## src/rtl/spad_arb.sv

```systemverilog
// Two-requester round-robin arbiter in front of the scratchpad ar/r/aw channels,
// with an in-order tag FIFO steering read data back. Option: SPAD_ARB_WR_PRIO_EN.
module spad_arb #(
    parameter int ADDR_W    = 32,
    parameter int DATA_W    = 256,
    parameter int OST_DEPTH = 4
) (
    input  logic                  clk,
    input  logic                  rst_n,

    input  logic [1:0]            req_valid_i,
    output logic [1:0]            req_ready_o,
    input  logic [1:0]            req_we_i,
    input  logic [2*ADDR_W-1:0]   req_addr_i,
    input  logic [2*DATA_W-1:0]   req_wdata_i,

    output logic [1:0]            rsp_valid_o,
    input  logic [1:0]            rsp_ready_i,
    output logic [DATA_W-1:0]     rsp_data_o,

    output logic                  spad_ar_valid_o,
    input  logic                  spad_ar_ready_i,
    output logic [ADDR_W-1:0]     spad_ar_addr_o,

    input  logic                  spad_r_valid_i,
    output logic                  spad_r_ready_o,
    input  logic [DATA_W-1:0]     spad_r_data_i,

    output logic                  spad_aw_valid_o,
    input  logic                  spad_aw_ready_i,
    output logic [ADDR_W-1:0]     spad_aw_addr_o,
    output logic [DATA_W-1:0]     spad_aw_data_o,

    output logic                  err_o
);

    localparam int PTR_W = $clog2(OST_DEPTH);
    localparam int CNT_W = PTR_W + 1;

    logic                 rr;
    logic [OST_DEPTH-1:0] tag_mem;
    logic [PTR_W-1:0]     wr_ptr;
    logic [PTR_W-1:0]     rd_ptr;
    logic [CNT_W-1:0]     count;
    logic                 err_q;

    logic                 fifo_full;
    logic                 fifo_empty;
    logic                 head_tag;
    logic [1:0]           elig;
    logic                 any_elig;
    logic                 win;
    logic                 win_we;
    logic [ADDR_W-1:0]    win_addr;
    logic [DATA_W-1:0]    win_data;
    logic                 ar_hs;
    logic                 aw_hs;
    logic                 r_hs;
    logic                 push;
    logic                 pop;

    assign fifo_full  = (count == CNT_W'(OST_DEPTH));
    assign fifo_empty = (count == '0);
    assign head_tag   = tag_mem[rd_ptr];

    // A full tag FIFO masks reads only; a same-cycle pop does not bypass it.
    always_comb begin
        elig = '0;
        for (int i = 0; i < 2; i++) begin
            elig[i] = req_valid_i[i] & (req_we_i[i] | ~fifo_full);
        end
    end

    // The winner is a pure function of rr and the eligible set, so it stays put
    // while a request waits on ready.
    always_comb begin
        win = rr;
        case (elig)
            2'b01:   win = 1'b0;
            2'b10:   win = 1'b1;
            2'b11: begin
`ifdef SPAD_ARB_WR_PRIO_EN
                if (req_we_i[0] != req_we_i[1]) begin
                    win = req_we_i[1];
                end else begin
                    win = rr;
                end
`else
                win = rr;
`endif
            end
            default: win = rr;
        endcase
    end

    assign any_elig = |elig;
    assign win_we   = win ? req_we_i[1] : req_we_i[0];
    assign win_addr = win ? req_addr_i[ADDR_W +: ADDR_W] : req_addr_i[0 +: ADDR_W];
    assign win_data = win ? req_wdata_i[DATA_W +: DATA_W] : req_wdata_i[0 +: DATA_W];

    assign spad_ar_valid_o = any_elig & ~win_we;
    assign spad_ar_addr_o  = spad_ar_valid_o ? win_addr : '0;
    assign spad_aw_valid_o = any_elig & win_we;
    assign spad_aw_addr_o  = spad_aw_valid_o ? win_addr : '0;
    assign spad_aw_data_o  = spad_aw_valid_o ? win_data : '0;

    assign ar_hs = spad_ar_valid_o & spad_ar_ready_i;
    assign aw_hs = spad_aw_valid_o & spad_aw_ready_i;

    always_comb begin
        req_ready_o = 2'b00;
        if (ar_hs | aw_hs) begin
            req_ready_o = win ? 2'b10 : 2'b01;
        end
    end

    // With no outstanding tag the r channel sinks and drops whatever arrives.
    always_comb begin
        rsp_valid_o    = 2'b00;
        rsp_data_o     = '0;
        spad_r_ready_o = 1'b1;
        if (!fifo_empty) begin
            rsp_data_o     = spad_r_data_i;
            spad_r_ready_o = head_tag ? rsp_ready_i[1] : rsp_ready_i[0];
            if (spad_r_valid_i) begin
                rsp_valid_o = head_tag ? 2'b10 : 2'b01;
            end
        end
    end

    assign r_hs = spad_r_valid_i & spad_r_ready_o;
    assign push = ar_hs;
    assign pop  = r_hs & ~fifo_empty;

    always_ff @(posedge clk or negedge rst_n) begin
        if (!rst_n) begin
            rr     <= 1'b0;
            wr_ptr <= '0;
            rd_ptr <= '0;
            count  <= '0;
            err_q  <= 1'b0;
        end else begin
            if (ar_hs | aw_hs) begin
                rr <= ~win;
            end
            if (push) begin
                wr_ptr <= wr_ptr + 1'b1;
            end
            if (pop) begin
                rd_ptr <= rd_ptr + 1'b1;
            end
            case ({push, pop})
                2'b10:   count <= count + 1'b1;
                2'b01:   count <= count - 1'b1;
                default: count <= count;
            endcase
            if (spad_r_valid_i && fifo_empty) begin
                err_q <= 1'b1;
            end
        end
    end

    // Tag storage carries no reset; only slots between rd_ptr and wr_ptr are read.
    always_ff @(posedge clk) begin
        if (push) begin
            tag_mem[wr_ptr] <= win;
        end
    end

    assign err_o = err_q;

endmodule

```

## config.mk

```make
export PLATFORM = sky130hd
export DESIGN_NAME = spad_arb
export DESIGN_NICKNAME = d
export VERILOG_FILES = /design/src/rtl/spad_arb.sv
export SDC_FILE = /design/constraint.sdc
export NUM_CORES = 1
export LEC_CHECK = 0
export ABC_AREA = 0
export CAP_MARGIN = 20
export CORE_AREA = 4 4 558 560
export CTS_CLUSTER_DIAMETER = 50
export DETAILED_ROUTE_END_ITERATION = 16
export DIE_AREA = 0 0 562 564
export RECOVER_POWER = 100
export SLEW_MARGIN = 40
export SYNTH_ARGS = -nofsm -noshare
export SYNTH_HDL_FRONTEND = slang
export SYNTH_SLANG_ARGS = --single-unit
export TNS_END_PERCENT = 30
```

## constraint.sdc

```tcl
create_clock -name clk -period 6.7 [get_ports clk]
set_input_delay 1.005 -clock clk [delete_from_list [all_inputs] [get_ports clk]]
set_output_delay 1.005 -clock clk [all_outputs]
set_load 0.05 [all_outputs]
```

# Word-level counts from Yosys, hierarchy flattened
# Cells that the tools add are included.
[op_classes]
reduce_logical = 5
bitwise_logic = 15
magnitude_cmp = 3
eq_ne = 5
n_mux = 21
n_addsub = 4
[op_table]
columns = ["operator", "n"]
rows = [
  ["2-to-1 mux 256 bit", 3],
  ["2-to-1 mux 32 bit", 3],
  ["2-to-1 mux 2 bit", 5],
  ["bitwise AND 1 bit", 8],
  ["less-than comparator 2 x 3 -> 1 bit, second input constant", 2],
  ["case mux 3 bit (2 select lines)", 1],
  ["2-to-1 mux 1 bit", 5],
  ["adder 2 x 1 -> 2 bit, second input constant", 2],
  ["bitwise mux 4 bit", 1],
  ["equality test 2 x 1 -> 1 bit, second input constant", 2],
  ["equality test 2 bit, second input constant", 2],
  ["NOT 1 bit", 4],
  ["adder 3 x 1 -> 3 bit, second input constant", 1],
  ["equality test 3 bit, second input constant", 1],
  ["logical NOT 3 bit", 1],
  ["OR 1 bit", 3],
  ["subtractor 3 x 1 -> 3 bit, second input constant", 1],
  ["binary-select mux 1 bit (select 2 bit)", 1],
  ["demux 1 bit (select 2 bit)", 1],
  ["greater-or-equal comparator 2 x 1 -> 1 bit, second input constant", 1],
  ["logical AND 1 bit", 2],
  ["case mux 1 bit (2 select lines)", 1],
  ["nonzero test 2 bit", 1],
  ["OR reduction 2 bit", 1],
]
[word_totals]
word_cells = 59
inputBits = 843
reg_bits = 13
out_inout_bits = 584

# Depth between registers and ports, before layout
[logic_depth]
ltp_word = 12
ltp_mapped = 15
ltp_nobuf = 15

# Least setup slack after synthesis
# Ideal clock, no wire load.
[synth_path]
path_type = "input port to output port"
from = "in req_we_i[0]"
to = "out spad_aw_data_o[100]"
required_ps = 5695
arrival_time_ps = 3477
stages = 10
n_path_buf = 3
setup_slack_ps = 2218
path_cell_list = "o21ai_0 > ha_1 > mux2i_2 > inv_2 > mux2i_2 > or2_1 > buf_2 > buf_4 > buf_6 > a21oi_1"
[synth_via]
elab_chain_cells = 7
word_cells_on_any_way = 10
classes_between = "eq/ne: 2; mux: 4; bitwise: 3; reduce/logical: 1"
[synth_lines]
columns = ["element", "line", "text"]
rows = [
  ["from (decl)", "13", "input logic [1:0] req_we_i,"],
  ["OR 1 bit", "70", "elig[i] = req_valid_i[i] & (req_we_i[i] | ~fifo_full);"],
  ["bitwise AND 1 bit", "70", ""],
  ["equality test 2 bit / equality test 2 x 1 -> 1 bit (equally long branches)", "78", "case (elig)"],
  ["case mux 1 bit (2 select lines)", "78", ""],
  ["2-to-1 mux 1 bit", "97", "assign win_we = win ? req_we_i[1] : req_we_i[0];"],
  ["bitwise AND 1 bit", "103", "assign spad_aw_valid_o = any_elig & win_we;"],
  ["2-to-1 mux 256 bit *", "105", "assign spad_aw_data_o = spad_aw_valid_o ? win_data : '0;"],
  ["to (decl)", "32", "output logic [DATA_W-1:0] spad_aw_data_o,"],
]
# Mark *: on every way between the ends. The rest lies on a longest branch, timed or not.

# Worst setup path in the final report
[layout_path]
from = "in req_we_i[0]"
to = "out spad_aw_data_o[116]"
# Same word-level chain as after synthesis.

==> impl_metrics.toml <==
[outcome]
failed_checks = "capacitance limit, slew limit"
result_of_the_run = "complete, but fails checks"

[placed_design]
port_buf_inserts = 1426
place.gp.congestion = 0.8987
postPlaceCellArea_um2 = 26550
numPlacedInstances = 6751
place.detailed.hpwl_um = 289700

[timing]
tightest_slew_ns = 2.151
hold_violations = 0
minimum_clock_period_ns = 6.159
timing.fmax_ghz = 0.1624
slew_headroom_pct = -43.40
timing.final.crit_share_pct = 91.92
setup_viol_count_final = 0
final.setup_skew_ns = 0.005365
maxSlewViolCount = 66
setup_tns_ns = 0
grt_setup_unrepaired = "no"

[route]
first_iter_violations = 877
average_wire_length_per_cell_after_detail_routing_um = 44.41
number_of_vias_per_cell = 2.560
num_vias = 17418
dr.max_layer_used = "met5"
drt.antenna.violating_nets = 0
met3WireLength_um = 23050
drt-total-wl_um = 302200
detail_route.drc_violations = 0
met1_length_um = 120000
route.met2.wl_um = 146300
drtPass1Iterations = 4

[clock_tree]
h-tree-depth = 1
clkSinkCount = 13
cts_root_buf = "clkbuf_16"
post_cts_hold_buffer_count = 0
tritoncts_buffers = 3
clk_pin_slew_worst_paths_ns = 0.04
ctsResizeCount = 0
post_cts_buffers = 0
cts_buffer_depth = 2
tritoncts_clock_tree = "done"
clock_insertion_delay_worst_skew_ns = 0.25

[global_routing]
antenna_violations_before_repair = 494
first_global_vias = 16023
grt_overflow_total = 0
grt_start_max_net_pins = 196
track_usage_pct = 18.23
global_route_wire_length_before_repair_um = 337900

[synth]
cell_variety_after_synth = 30
number_of_flip_flops_and_latches_in_the_synthesized_netlist = 13
synthesis.instances = 1320
synth_most_common_cell = "nand2_1"
syn_nets = 2171
ys.warnings.count = 0
synth_compound_area_share_pct = 19.52
largest_cells_by_area_after_synthesis = "nand2_1, and2_1, a21oi_1, mux2i_1, clkbuf_1"
synth_mux_area_share_pct = 6.476
synthesized_area_fraction_occupied_by_adder_cells_pct = 1.587
mappedNetlistArea_um2 = 6782
synth_enable_flop_cells = 4
synth-main-ff-cell = "dfrtp_1"
synth_simple_gate_area_share_pct = 57.05
post_synthesis_xor_xnor_area_fraction_pct = 0.6458
synth.cells.most_frequent = "nand2_1, a21oi_1, and2_1, clkbuf_1, nor2_1"
synth_top_family_by_area = "simple AND/OR/NAND/NOR gates"
synth_top_area_cell = "nand2_1"
seq_area_frac_synth_pct = 5.092
synth_top_area_share_pct = 28.56
asyncSetResetFlopFracSynth_pct = 69.23
synth_area_per_cell_um2 = 5.138

[worst_setup_path]
sort_of_element_at_the_end_of_the_critical_path = "output port"
worst-r2r-setup-slack_ns = 2.77
cells_along_the_critical_path = "dlygate4sd3_1 > o21ai_0 > ha_1 > mux2i_1 > inv_8 > mux2i_1 > or2_4 > buf_12 > buf_12 > a21oi_1 > clkbuf_1"
crit_arrival_ns = 5.15
startpoint_type = "primary input"
critical_path_buf_inv_count = 5
crit_family = "buffers and inverters"
crit_path_max_fanout = 36
critical_path.max_stage_delay_ns = 0.95
worst-endpoint-required_ns = 5.69
worst-setup-path-type = "in -> out"
cpMaxStageDelayCell = "clkbuf_1"

[final_layout]
syn2layout_area_growth_pct = 270.5
fillCellCount = 36334
finalNonFillerCells = 6805
finalNetCount = 3507
final_non_filler_cell_area_um2 = 25130
drive_gt1_share_pct = 5.725

[floorplanning]
start_util_pct = 2.218
core_area_um2 = 305800
die_width_um = 562
rows = 203
ios = 1427
fp.dieArea_um2 = 317000
die_h_um = 564

[pwr]
total_leakage_power_nw = 8.501
comb_power_share_pct = 97.5
power_per_cell_area_nw_per_um2 = 419.0
power.share.sequential_pct = 1.4
report.power.total_w = 0.01053
max-vdd-ir-drop_uv = 204.1
power_frac_clock_pct = 1.1
net_switching_fraction_of_the_power_pct = 76.41
cell_internal_pwr_w = 0.002484
power.switching_w = 0.008043

[job]
cap_viol_max_count = 2

[worst_hold_path]
holdCritPathClass = "reg -> reg"
==> flip-flops by register name (all words and copies together) (netlist names) <==
register	flops
rr	1
rd_ptr	2
tag_mem	4
err_o	1
wr_ptr	2
count	3
==> area by class of cell <==
type / instances / area (µm²) / area share (%)
diodes: 50 / 125.1 / 0.4980
clock buffers: 4 / 78.83 / 0.3137
inverters: 11 / 48.80 / 0.1942
multi-input cells: 1171 / 6078 / 24.19
flip-flops and latches: 13 / 345.3 / 1.374
well taps: 4100 / 5130 / 20.42
repair buffers: 1456 / 13320 / 53.01
==> per-stage QoR <==
step / utilization [%] / setup WS [ns] / hold WS, ns
5_1_grt: 8.182 / 0.3892 / 0.5199
2_1_floorplan: - / 2.218 / 0.4555
6_report: 8.216 / 0.5415 / 0.4785
3_5_place_dp: 8.682 / 0.8582 / 0.4852
3_3_place_gp: 8.550 / 0.5928 / 0.4689
4_1_cts: 8.708 / 0.8341 / 0.4954
==> cell usage in the layout, fill, tap and decap left out, types with 3 or more instances in the layout <==
cell type,count
dlygate4sd3_1,252
buf_8,7
edfxtp_1,4
diode_2,50
buf_4,59
o21ai_0,4
mux2i_4,21
and3_1,4
nand2_1,516
dlymetal6s4s_1,5
buf_6,5
clkbuf_1,241
mux2i_1,11
clkbuf_2,6
nor2_1,67
clkbuf_16,3
ha_1,7
inv_1,10
xor2_1,3
a21oi_1,256
buf_12,35
and2_1,256
dfrtp_1,9
dlymetal6s2s_1,4
clkdlybuf4s50_1,840
mux2i_2,10
==> worst register-to-register path: cells and delay by family, from the launching register on <==
kind / cells / cell delay [ns]
compound gates: 2 / 0.50
fa+ha+maj: 3 / 1.02
flops: 1 / 0.40
mux: 2 / 0.95
simple gates: 2 / 0.55
buf+inv: 3 / 0.41
==> per-layer routing <==
layer  GRT usage [%]  up-vias
li1                -     6898
met5               0        -
met3           4.893      888
met4           2.718       54
met1           21.39     7690
met2           33.51     1888
==> final timing paths <==
path / from / end / cells after the start
max: req_we_i[0] / spad_aw_data_o[116] / 11
min: err_o / err_o / 1
max reg2reg: count[0] / count[1] / 12
min reg2reg: err_o / err_o / 1
max in group asynchronous: rst_n / count[2] / 1
min in group asynchronous: rst_n / wr_ptr[0] / 1
==> kinds of logic (layout without fill, tap and decap cells) <==
family / Yosys count / count (layout)
buffers and inverters: 136 / 1471
AOI/OAI and AO/OA: 263 / 263
adders and majority gates: 8 / 8
other: 0 / 50
muxes: 43 / 43
and+or+nand+nor: 852 / 852
xor gates and xnor gates: 5 / 5
DFF: 13 / 13
==> power by group through the flow <==
stage	clock network, W	logic, W	registers [W]
6_report	0.000117	0.0103	0.000145
5_1_grt	0.000123	0.0107	0.000149
4_1_cts	0.000119	0.0113	0.000147
3_5_place_dp	0	0.0113	0.000148
3_3_place_gp	0	0.0111	0.000145
2_1_floorplan	0	0.00537	0.000140
Note: power is estimated with default switching activity, not from simulation.
